$ cat src/rtl/encode_prefix_emitter_if.sv
// Request and byte-stream bundle for encode_prefix_emitter.
// The emitter takes the slave view; the requester/downstream side takes the master view.
interface encode_prefix_emitter_if;
    logic       i_req_valid;
    logic       o_req_ready;
    logic       i_lock_bus;
    logic       i_repeat_not_equal;
    logic       i_repeat_equal;
    logic       i_segment_override;
    logic [2:0] i_segment_override_index;
    logic       i_hint_branch_not_taken;
    logic       i_hint_branch_taken;
    logic       i_operand_size;
    logic       i_address_size;
    logic       o_byte_valid;
    logic       i_byte_ready;
    logic [7:0] o_byte;
    logic       o_byte_last;
    logic       o_done;
    logic       o_error;
    logic [2:0] o_bytes_emitted;

    modport slave (
        input  i_req_valid,
        output o_req_ready,
        input  i_lock_bus,
        input  i_repeat_not_equal,
        input  i_repeat_equal,
        input  i_segment_override,
        input  i_segment_override_index,
        input  i_hint_branch_not_taken,
        input  i_hint_branch_taken,
        input  i_operand_size,
        input  i_address_size,
        output o_byte_valid,
        input  i_byte_ready,
        output o_byte,
        output o_byte_last,
        output o_done,
        output o_error,
        output o_bytes_emitted
    );

    modport master (
        output i_req_valid,
        input  o_req_ready,
        output i_lock_bus,
        output i_repeat_not_equal,
        output i_repeat_equal,
        output i_segment_override,
        output i_segment_override_index,
        output i_hint_branch_not_taken,
        output i_hint_branch_taken,
        output i_operand_size,
        output i_address_size,
        input  o_byte_valid,
        output i_byte_ready,
        input  o_byte,
        input  o_byte_last,
        input  o_done,
        input  o_error,
        input  o_bytes_emitted
    );
endinterface

$ cat src/rtl/encode_prefix_emitter.sv
// Serialises a prefix request into legacy x86 prefix bytes (group1, group2, group3, group4 order).
// Define PREFIX_EMIT_BRANCH_HINT_EN to let the branch-hint inputs fill the group-2 slot (2E/3E).
module encode_prefix_emitter #(
    parameter int PREFIX_LIMIT = 4
) (
    input  logic                  clock,
    input  logic                  reset,
    encode_prefix_emitter_if.slave bus
);
    typedef enum logic [1:0] {
        ST_IDLE   = 2'd0,
        ST_EMIT   = 2'd1,
        ST_FINISH = 2'd2
    } state_t;

    localparam logic [2:0] LIMIT = 3'(PREFIX_LIMIT);

    state_t     state_q, state_d;
    logic [7:0] buf_q [4];
    logic [7:0] buf_d [4];
    logic [2:0] total_q, total_d;
    logic [2:0] cnt_q, cnt_d;
    logic [7:0] byte_q, byte_d;
    logic       last_q, last_d;
    logic       done_q, done_d;
    logic       error_q, error_d;
    logic [2:0] emitted_q, emitted_d;

    logic       hint_nt_w;
    logic       hint_t_w;
    logic [1:0] g1_cnt_w;
    logic [1:0] g2_cnt_w;
    logic [7:0] g1_byte_w;
    logic [7:0] g2_byte_w;
    logic [7:0] seg_byte_w;
    logic       seg_bad_w;
    logic       conflict_w;
    logic [7:0] pack_w [4];
    logic [2:0] n_w;
    logic [2:0] nxt_w;

`ifdef PREFIX_EMIT_BRANCH_HINT_EN
    assign hint_nt_w = bus.i_hint_branch_not_taken;
    assign hint_t_w  = bus.i_hint_branch_taken;
`else
    logic unused_hints;
    assign unused_hints = bus.i_hint_branch_not_taken ^ bus.i_hint_branch_taken;
    assign hint_nt_w    = 1'b0;
    assign hint_t_w     = 1'b0;
`endif

    always_comb begin
        seg_byte_w = 8'h00;
        case (bus.i_segment_override_index)
            3'd0:    seg_byte_w = 8'h26;
            3'd1:    seg_byte_w = 8'h2E;
            3'd2:    seg_byte_w = 8'h36;
            3'd3:    seg_byte_w = 8'h3E;
            3'd4:    seg_byte_w = 8'h64;
            3'd5:    seg_byte_w = 8'h65;
            default: seg_byte_w = 8'h00;
        endcase
    end

    assign g1_cnt_w = {1'b0, bus.i_lock_bus} + {1'b0, bus.i_repeat_not_equal}
                    + {1'b0, bus.i_repeat_equal};
    assign g2_cnt_w = {1'b0, bus.i_segment_override} + {1'b0, hint_nt_w} + {1'b0, hint_t_w};

    // Priority only matters for conflicting requests, whose bytes are never emitted.
    assign g1_byte_w = bus.i_lock_bus ? 8'hF0 : (bus.i_repeat_not_equal ? 8'hF2 : 8'hF3);
    assign g2_byte_w = bus.i_segment_override ? seg_byte_w : (hint_nt_w ? 8'h2E : 8'h3E);

    assign seg_bad_w = bus.i_segment_override && (bus.i_segment_override_index > 3'd5);

    // Compact the present groups into consecutive slots so absent groups cost no cycle.
    always_comb begin
        logic [2:0] slot;
        for (int k = 0; k < 4; k++) begin
            pack_w[k] = 8'h00;
        end
        slot = 3'd0;
        if (g1_cnt_w != 2'd0) begin
            pack_w[slot[1:0]] = g1_byte_w;
            slot = slot + 3'd1;
        end
        if (g2_cnt_w != 2'd0) begin
            pack_w[slot[1:0]] = g2_byte_w;
            slot = slot + 3'd1;
        end
        if (bus.i_operand_size) begin
            pack_w[slot[1:0]] = 8'h66;
            slot = slot + 3'd1;
        end
        if (bus.i_address_size) begin
            pack_w[slot[1:0]] = 8'h67;
            slot = slot + 3'd1;
        end
        n_w = slot;
    end

    assign conflict_w = (g1_cnt_w > 2'd1) || seg_bad_w || (g2_cnt_w > 2'd1) || (n_w > LIMIT);

    assign nxt_w = cnt_q + 3'd1;

    always_comb begin
        state_d   = state_q;
        total_d   = total_q;
        cnt_d     = cnt_q;
        byte_d    = byte_q;
        last_d    = last_q;
        done_d    = 1'b0;
        error_d   = 1'b0;
        emitted_d = 3'd0;
        for (int k = 0; k < 4; k++) begin
            buf_d[k] = buf_q[k];
        end

        case (state_q)
            ST_IDLE: begin
                if (bus.i_req_valid) begin
                    for (int k = 0; k < 4; k++) begin
                        buf_d[k] = pack_w[k];
                    end
                    total_d = n_w;
                    cnt_d   = 3'd0;
                    if (conflict_w) begin
                        state_d = ST_FINISH;
                        error_d = 1'b1;
                    end else if (n_w == 3'd0) begin
                        state_d = ST_FINISH;
                        done_d  = 1'b1;
                    end else begin
                        state_d = ST_EMIT;
                        byte_d  = pack_w[0];
                        last_d  = (n_w == 3'd1);
                    end
                end
            end
            ST_EMIT: begin
                if (bus.i_byte_ready) begin
                    cnt_d = nxt_w;
                    if (last_q) begin
                        state_d   = ST_FINISH;
                        done_d    = 1'b1;
                        emitted_d = nxt_w;
                        last_d    = 1'b0;
                    end else begin
                        byte_d = buf_q[nxt_w[1:0]];
                        last_d = ((nxt_w + 3'd1) == total_q);
                    end
                end
            end
            ST_FINISH: begin
                state_d = ST_IDLE;
            end
            default: begin
                state_d = ST_IDLE;
            end
        endcase
    end

    always_ff @(posedge clock or posedge reset) begin
        if (reset) begin
            state_q   <= ST_IDLE;
            total_q   <= 3'd0;
            cnt_q     <= 3'd0;
            byte_q    <= 8'h00;
            last_q    <= 1'b0;
            done_q    <= 1'b0;
            error_q   <= 1'b0;
            emitted_q <= 3'd0;
            for (int k = 0; k < 4; k++) begin
                buf_q[k] <= 8'h00;
            end
        end else begin
            state_q   <= state_d;
            total_q   <= total_d;
            cnt_q     <= cnt_d;
            byte_q    <= byte_d;
            last_q    <= last_d;
            done_q    <= done_d;
            error_q   <= error_d;
            emitted_q <= emitted_d;
            for (int k = 0; k < 4; k++) begin
                buf_q[k] <= buf_d[k];
            end
        end
    end

    assign bus.o_req_ready     = (state_q == ST_IDLE);
    assign bus.o_byte_valid    = (state_q == ST_EMIT);
    assign bus.o_byte          = byte_q;
    assign bus.o_byte_last     = last_q;
    assign bus.o_done          = done_q;
    assign bus.o_error         = error_q;
    assign bus.o_bytes_emitted = emitted_q;
endmodule

$ cat src/flat_wrapper.sv
// flat-port wrapper written by rule: the top's interface ports become plain ports
module encode_prefix_emitter_flat 
#(
    parameter int PREFIX_LIMIT = 4
)
  (clock, reset, bus_i_req_valid, bus_o_req_ready, bus_i_lock_bus, bus_i_repeat_not_equal, bus_i_repeat_equal, bus_i_segment_override, bus_i_segment_override_index, bus_i_hint_branch_not_taken, bus_i_hint_branch_taken, bus_i_operand_size, bus_i_address_size, bus_o_byte_valid, bus_i_byte_ready, bus_o_byte, bus_o_byte_last, bus_o_done, bus_o_error, bus_o_bytes_emitted);
  encode_prefix_emitter_if bus_i ();
  input  logic clock;
  input  logic reset;
  input wire logic [$bits(bus_i.i_req_valid)-1:0] bus_i_req_valid;
  output wire logic [$bits(bus_i.o_req_ready)-1:0] bus_o_req_ready;
  input wire logic [$bits(bus_i.i_lock_bus)-1:0] bus_i_lock_bus;
  input wire logic [$bits(bus_i.i_repeat_not_equal)-1:0] bus_i_repeat_not_equal;
  input wire logic [$bits(bus_i.i_repeat_equal)-1:0] bus_i_repeat_equal;
  input wire logic [$bits(bus_i.i_segment_override)-1:0] bus_i_segment_override;
  input wire logic [$bits(bus_i.i_segment_override_index)-1:0] bus_i_segment_override_index;
  input wire logic [$bits(bus_i.i_hint_branch_not_taken)-1:0] bus_i_hint_branch_not_taken;
  input wire logic [$bits(bus_i.i_hint_branch_taken)-1:0] bus_i_hint_branch_taken;
  input wire logic [$bits(bus_i.i_operand_size)-1:0] bus_i_operand_size;
  input wire logic [$bits(bus_i.i_address_size)-1:0] bus_i_address_size;
  output wire logic [$bits(bus_i.o_byte_valid)-1:0] bus_o_byte_valid;
  input wire logic [$bits(bus_i.i_byte_ready)-1:0] bus_i_byte_ready;
  output wire logic [$bits(bus_i.o_byte)-1:0] bus_o_byte;
  output wire logic [$bits(bus_i.o_byte_last)-1:0] bus_o_byte_last;
  output wire logic [$bits(bus_i.o_done)-1:0] bus_o_done;
  output wire logic [$bits(bus_i.o_error)-1:0] bus_o_error;
  output wire logic [$bits(bus_i.o_bytes_emitted)-1:0] bus_o_bytes_emitted;
  assign bus_i.i_req_valid = bus_i_req_valid;
  assign bus_o_req_ready = bus_i.o_req_ready;
  assign bus_i.i_lock_bus = bus_i_lock_bus;
  assign bus_i.i_repeat_not_equal = bus_i_repeat_not_equal;
  assign bus_i.i_repeat_equal = bus_i_repeat_equal;
  assign bus_i.i_segment_override = bus_i_segment_override;
  assign bus_i.i_segment_override_index = bus_i_segment_override_index;
  assign bus_i.i_hint_branch_not_taken = bus_i_hint_branch_not_taken;
  assign bus_i.i_hint_branch_taken = bus_i_hint_branch_taken;
  assign bus_i.i_operand_size = bus_i_operand_size;
  assign bus_i.i_address_size = bus_i_address_size;
  assign bus_o_byte_valid = bus_i.o_byte_valid;
  assign bus_i.i_byte_ready = bus_i_byte_ready;
  assign bus_o_byte = bus_i.o_byte;
  assign bus_o_byte_last = bus_i.o_byte_last;
  assign bus_o_done = bus_i.o_done;
  assign bus_o_error = bus_i.o_error;
  assign bus_o_bytes_emitted = bus_i.o_bytes_emitted;
  encode_prefix_emitter #(.PREFIX_LIMIT(PREFIX_LIMIT)) u_core (.clock(clock), .reset(reset), .bus(bus_i));
endmodule
$ cat config.mk
export PLATFORM = sky130hd
export DESIGN_NAME = encode_prefix_emitter_flat
export DESIGN_NICKNAME = d
export VERILOG_FILES = /design/src/rtl/encode_prefix_emitter_if.sv /design/src/rtl/encode_prefix_emitter.sv /design/src/flat_wrapper.sv
export SDC_FILE = /design/constraint.sdc
export NUM_CORES = 1
export LEC_CHECK = 0
export ABC_AREA = 1
export BUFFER_PORTS_ARGS = -buffer_cell sky130_fd_sc_hd__buf_2
export CORE_ASPECT_RATIO = 1.2
export CORE_MARGIN = 2
export CORE_UTILIZATION = 60
export CTS_CLUSTER_DIAMETER = 60
export CTS_CLUSTER_SIZE = 28
export DETAILED_ROUTE_END_ITERATION = 8
export PLACE_DENSITY = 0.94
export SETUP_SLACK_MARGIN = 0.2
export SLEW_MARGIN = 15
export SYNTH_ARGS = -nofsm -noshare
export SYNTH_HDL_FRONTEND = slang
export SYNTH_SLANG_ARGS = --single-unit
$ cat constraint.sdc
create_clock -name clock -period 3.2 [get_ports clock]
set_input_delay 0.16 -clock clock [delete_from_list [all_inputs] [get_ports clock]]
set_output_delay 0.16 -clock clock [all_outputs]
set_load 0.01 [all_outputs]
# == Word-level counts from Yosys, hierarchy flattened ==
# Cells that the tools add are included.
# totals
regBits,54
inputBits,15
out_inout_bits,16
elab_cells,126
# op_classes
addsub,7
order_cmp,11
n_eq_ne,14
muxes,55
bitwise_logic,10
n_reduce_logical,17
# op_table
op,n
32-bit 2-to-1 mux,3
8-bit 2-to-1 mux,12
8-bit demux with 2-bit select,3
7-bit one-hot mux with 6 select lines,1
32-bit bitwise mux,1
3-bit 2-to-1 mux,8
20-bit OR,1
16-bit AND,1
8-bit binary-select mux with 2-bit select,1
16-bit NOT,1
16-bit OR,1
8-bit one-hot mux with 2 select lines,1
1-bit 2-to-1 mux,15
3-bit by 1-bit adder with 3-bit output (second input constant),4
12-bit AND,1
3-bit greater-or-equal comparator (second input constant),4
12-bit NOT,1
2-bit 2-to-1 mux,5
3-bit by 1-bit < comparator with 1-bit output (second input constant),3
2-bit NOT with 3-bit output,3
2-bit inequality test (second input constant),4
7-bit 2-to-1 mux,1
3-bit by 1-bit == test with 1-bit output (second input constant),2
3-bit by 2-bit == test with 1-bit output (second input constant),2
23 further kinds,35

# == Depth between registers and ports, before layout ==
# logic_depth
word_depth,20
depth_mapped,18
depth_no_buf,17

# == Worst setup path after synthesis ==
# Ideal clock, no wire load.
# synth_timing
path_type,in2reg
from,input port bus_i_repeat_equal
to,"register u_core.byte_q[0], in the netlist u_core.bus.o_byte[0]"
setup_ns,0.118
arrival_time_ns,2.856
required_ns,3.082
setup_slack_ns,0.227
path_stages,18
n_path_buf,1
cell_sequence,fa_1 nor2_1 buf_2 inv_1 ha_1 o21ai_0 inv_1 ha_1 inv_1 ha_1 nand2_1 inv_1 a21oi_1 nand3_1 nand3_1 nand2_1 nand3_1 nand2_1
# synth_via
elab_chain_cells,19
word_cells_on_any_way,48
classes_between,4 x add/sub; 8 x order compare; 2 x eq/ne; 19 x mux; 6 x bitwise; 9 x reduce/logical
# synth_rtl
element,line_no,rtl
from (decl),flat_wrapper.sv:14,input wire logic [$bits(bus_i.i_repeat_equal)-1:0] bus_i_repeat_equal;
2-bit by 1-bit adder with 2-bit output (*),encode_prefix_emitter.sv:66,"+ {1'b0, bus.i_repeat_equal};"
branches (longest 18 deep; another with 3-bit by 1-bit adder with 3-bit output),n/a,
to (signal assigned),encode_prefix_emitter.sv:179,byte_q <= byte_d;
to (decl),encode_prefix_emitter.sv:23,"logic [7:0] byte_q, byte_d;"
# Every way passes the cells marked *. The select of a mux whose other input is x is not followed.
# A chain may end at the register's enable or synchronous reset.

# == Worst setup path after layout ==
# layout_timing
from,input port bus_i_repeat_equal
to,"register u_core.last_q, in the netlist u_core.bus.o_byte_last"
# layout_via
elab_chain_cells,14
word_cells_on_any_way,23
classes_between,4 x add/sub; 2 x order compare; 3 x eq/ne; 8 x mux; 6 x reduce/logical
# layout_rtl
element,line_no,rtl
2-bit by 1-bit adder with 2-bit output (*),encode_prefix_emitter.sv:66,
2-bit nonzero test,encode_prefix_emitter.sv:82,if (g1_cnt_w != 2'd0) begin
1-bit 2-to-1 mux,encode_prefix_emitter.sv:82,
1-bit by 1-bit adder with 2-bit output,encode_prefix_emitter.sv:88,slot = slot + 3'd1;
3-bit 2-to-1 mux,encode_prefix_emitter.sv:86,if (g2_cnt_w != 2'd0) begin
3-bit by 1-bit adder with 3-bit output,encode_prefix_emitter.sv:92,slot = slot + 3'd1;
3-bit 2-to-1 mux,encode_prefix_emitter.sv:90,if (bus.i_operand_size) begin
3-bit by 1-bit adder with 3-bit output,encode_prefix_emitter.sv:96,slot = slot + 3'd1;
3-bit 2-to-1 mux,encode_prefix_emitter.sv:94,if (bus.i_address_size) begin
3-bit by 1-bit == test with 1-bit output,encode_prefix_emitter.sv:135,last_d = (n_w == 3'd1);
1-bit 2-to-1 mux,encode_prefix_emitter.sv:129,end else if (n_w == 3'd0) begin
1-bit 2-to-1 mux,encode_prefix_emitter.sv:126,if (conflict_w) begin
1-bit 2-to-1 mux,encode_prefix_emitter.sv:120,if (bus.i_req_valid) begin
1-bit one-hot mux with 2 select lines,encode_prefix_emitter.sv:118,case (state_q)
to (signal assigned),encode_prefix_emitter.sv:180,last_q <= last_d;
to (decl),encode_prefix_emitter.sv:24,"logic last_q, last_d;"
# Mark *: on every way between the ends. The rest lies on a longest branch, timed or not. The select of a mux whose other input is x is not followed.

==> metrics.csv <==
metric,value,unit
status,finished clean,
cp_slowest_cell,fa_1,
cp-end-kind,flip-flop,
maxCapViolations,0,
powerDensity,841,nW/um2
cp_top_family,adder cells,
path_clk_slew,0.07,ns
worst_pin_slew,0.589,ns
initial_core_util,0.628,
design_area,2780,um2
antenna_found_initial,0,
place_area,2670,um2
postCtsSetupBuffers,0,
crit_type,input port to flip-flop,
cts-root-buf,clkbuf_8,
cp_num_buf_inv,5,
grt_overflow_total,0,
grt_pass1_wl,9400,um
tns,0,ns
crit_chain,"buf_2, fa_1, nor2_1, buf_4, ha_1, nand2_1, o21ai_1, inv_1, ha_1, inv_1, ha_1, nand2_1, inv_1, a21oi_2, nand3_1, nand3_1, nand2_1, nand3_1, nand2_1",
viasPerCell,5.57,
drc,0,
ys_ff_latch,40,
cpPeakStageDelay,0.48,ns
wl_per_cell,13.1,um
timing.hold.worst.class,input port to flip-flop,
grt_pass1_vias,2142,
cp-start-kind,input port,
gp_congestion,0.940,
post-route-period-util,0.842,
fmax,371,MHz
cts_tree,done,
row_count,25,
drive_gt1_frac,0.144,
ir_drop,294,uV
ant_nets,0,
area_delta_synth_final,12.1,%
fillCellCount,343,
skew,0.00578,ns
power,2330,uW
drv_slew,0,
setup_viol,0,
rsz0062_at_grt,no,
synth_cell_types,32,
final_util,0.704,
top_level_ports,31,
clock_latency,0.30,ns
die_y,74.4,um
die_w,62.6,um
die_area,4660,um2
hpwl,4090,um
layout.nets,388,
synthTopCellsByArea,"dfrtp_1, nand2_1, ha_1",
numPortBuffers,28,
p_leak,0.00148,uW
htreeDepth,2,
ys_warn_count,0,
numCtsBuffers,5,
yosysTopAreaCell,dfrtp_1,
num_antenna_cells,0,
drt_wl_total,5440,um
dr.pass1.iters,5,
crit_fanout,11,
fp.coreArea,3940,um2
grt_max_degree,41,
cp.required,3.39,ns
cp_common_cell,nand2_1,
clock_sinks,40,
cts.path.max_buffers,2,
finalCriticalPeriod,2.69,ns
seq_area_frac_synth,0.404,
synth.cell_area,2470,um2
synth_top_area_frac,0.404,
syn_inst,329,
finalHoldViolCount,0,
syn_area_per_cell,7.52,um2
cp.arrival,2.88,ns
slew_headroom,0.607,
whs,0.180,ns
first_iter_violations,168,
syn_nets,358,
num_vias,2305,
grtUsageTotal,0.259,
-- registers in the layout, indices dropped and copies added, names as in the netlist --
register                    flops
u_core.buf_q                   18
u_core.bus.o_byte               8
u_core.bus.o_bytes_emitted      3
u_core.cnt_q                    3
u_core.total_q                  3
u_core.state_q                  2
u_core.bus.o_byte_last          1
u_core.bus.o_done               1
u_core.bus.o_error              1
-- report_power, final --
group	total (uW)	switching [uW]	internal (uW)
Sequential	848	138	710
Clock	349	177	172
Combinational	1140	736	401
Total	2330	1050	1280
-- final cells by class --
cell class | instances | area, um2 | area share
clock buffer | 6 | 82.6 | 0.0298
inverter | 38 | 143 | 0.0514
multi-input combinational | 241 | 1290 | 0.465
clock inverter | 2 | 10.0 | 0.00361
tap | 54 | 67.6 | 0.0243
timing repair buffer | 33 | 180 | 0.0649
sequential | 40 | 1000 | 0.361
-- worst register-to-register path, stage by stage (launching register included) --
cell	delay (ns)
dfrtp_1	0.64
clkinv_1	0.18
ha_1	0.49
inv_1	0.13
nor2_1	0.30
nand3_1	0.12
o21ai_0	0.14
nand4_1	0.15
nand2_1	0.09
-- per-layer routing --
| layer | global-route usage | share of wire | vias to the layer above |
|---|---|---|---|
| li1 | - | - | 1128 |
| met1 | 0.307 | 0.41 | 1075 |
| met2 | 0.468 | 0.50 | 83 |
| met3 | 0.0363 | 0.053 | 19 |
| met4 | 0.133 | 0.035 | 0 |
| met5 | 0 | 0 | - |
-- final timing paths --
path | start | end | slack (ns) | depth (start not counted)
max in group asynchronous | reset | u_core.bus.o_error | 2.35 | 4
min reg2reg | u_core.bus.o_byte[4] | u_core.bus.o_byte[4] | 0.47 | 2
min in group asynchronous | reset | u_core.bus.o_byte[1] | 0.51 | 4
min | bus_i_segment_override_index[0] | u_core.buf_q[16] | 0.18 | 3
max reg2reg | u_core.cnt_q[0] | u_core.bus.o_byte[7] | 0.90 | 8
max | bus_i_repeat_equal | u_core.bus.o_byte_last | 0.51 | 19
-- synth_stat cells --
cell and instances:
a211o_1 1, a21boi_0 1, a21boi_4 1, a21oi_1 6
a31oi_1 2, buf_2 5, clkbuf_1 5, clkinv_1 1
dfrtp_1 40, fa_1 2, ha_1 12, inv_1 36
inv_2 1, nand2_1 105, nand2_2 1, nand2_4 2
nand3_1 29, nand3_4 1, nand4_1 9, nand4_4 1
nor2_1 23, nor2_4 1, nor3_1 1, nor3b_1 1
o211ai_1 4, o21a_1 1, o21ai_0 30, o21ai_4 1
o22ai_1 1, o31ai_1 2, o32ai_1 1, or2_2 2
-- cells in the final DEF (no fill, tap or decap), types with 2 or more instances in the layout --
cell / synthesis / routed
nand4_1: 9 / 9
nand2_1: 105 / 105
dfrtp_1: 40 / 40
clkbuf_8: 0 / 6
nor2_1: 23 / 23
clkinv_2: 0 / 2
o21ai_0: 30 / 29
nand2_4: 2 / 2
a31oi_1: 2 / 2
ha_1: 12 / 12
or2_2: 2 / 2
buf_4: 0 / 4
buf_2: 5 / 28
inv_1: 36 / 36
o31ai_1: 2 / 2
nand3_1: 29 / 29
fa_1: 2 / 2
o211ai_1: 4 / 4
a21oi_1: 6 / 5
-- logic make-up after synthesis --
kind of cell,count (synthesis),synth area share
simple gates,176,0.317
flops,40,0.404
compound gates,51,0.126
buf+inv,48,0.0753
fa+ha+maj,14,0.0768
-- stage by stage --
step / instances / setup WS [ns]
floorplan: 329 / 0.227
global placement: 405 / 0.0645
detailed placement: 405 / -0.0442
CTS: 414 / 0.264
global route: 414 / 0.242
finish: 414 / 0.505
-- what timing repair did --
action / in CTS / in global routing
gates resized for setup: 0 / 2
hold endpoints to repair: 40 / 0
setup endpoints to repair: 0 / 12
hold buffers: 1 / 0
Note: power is estimated with default switching activity, not from simulation.
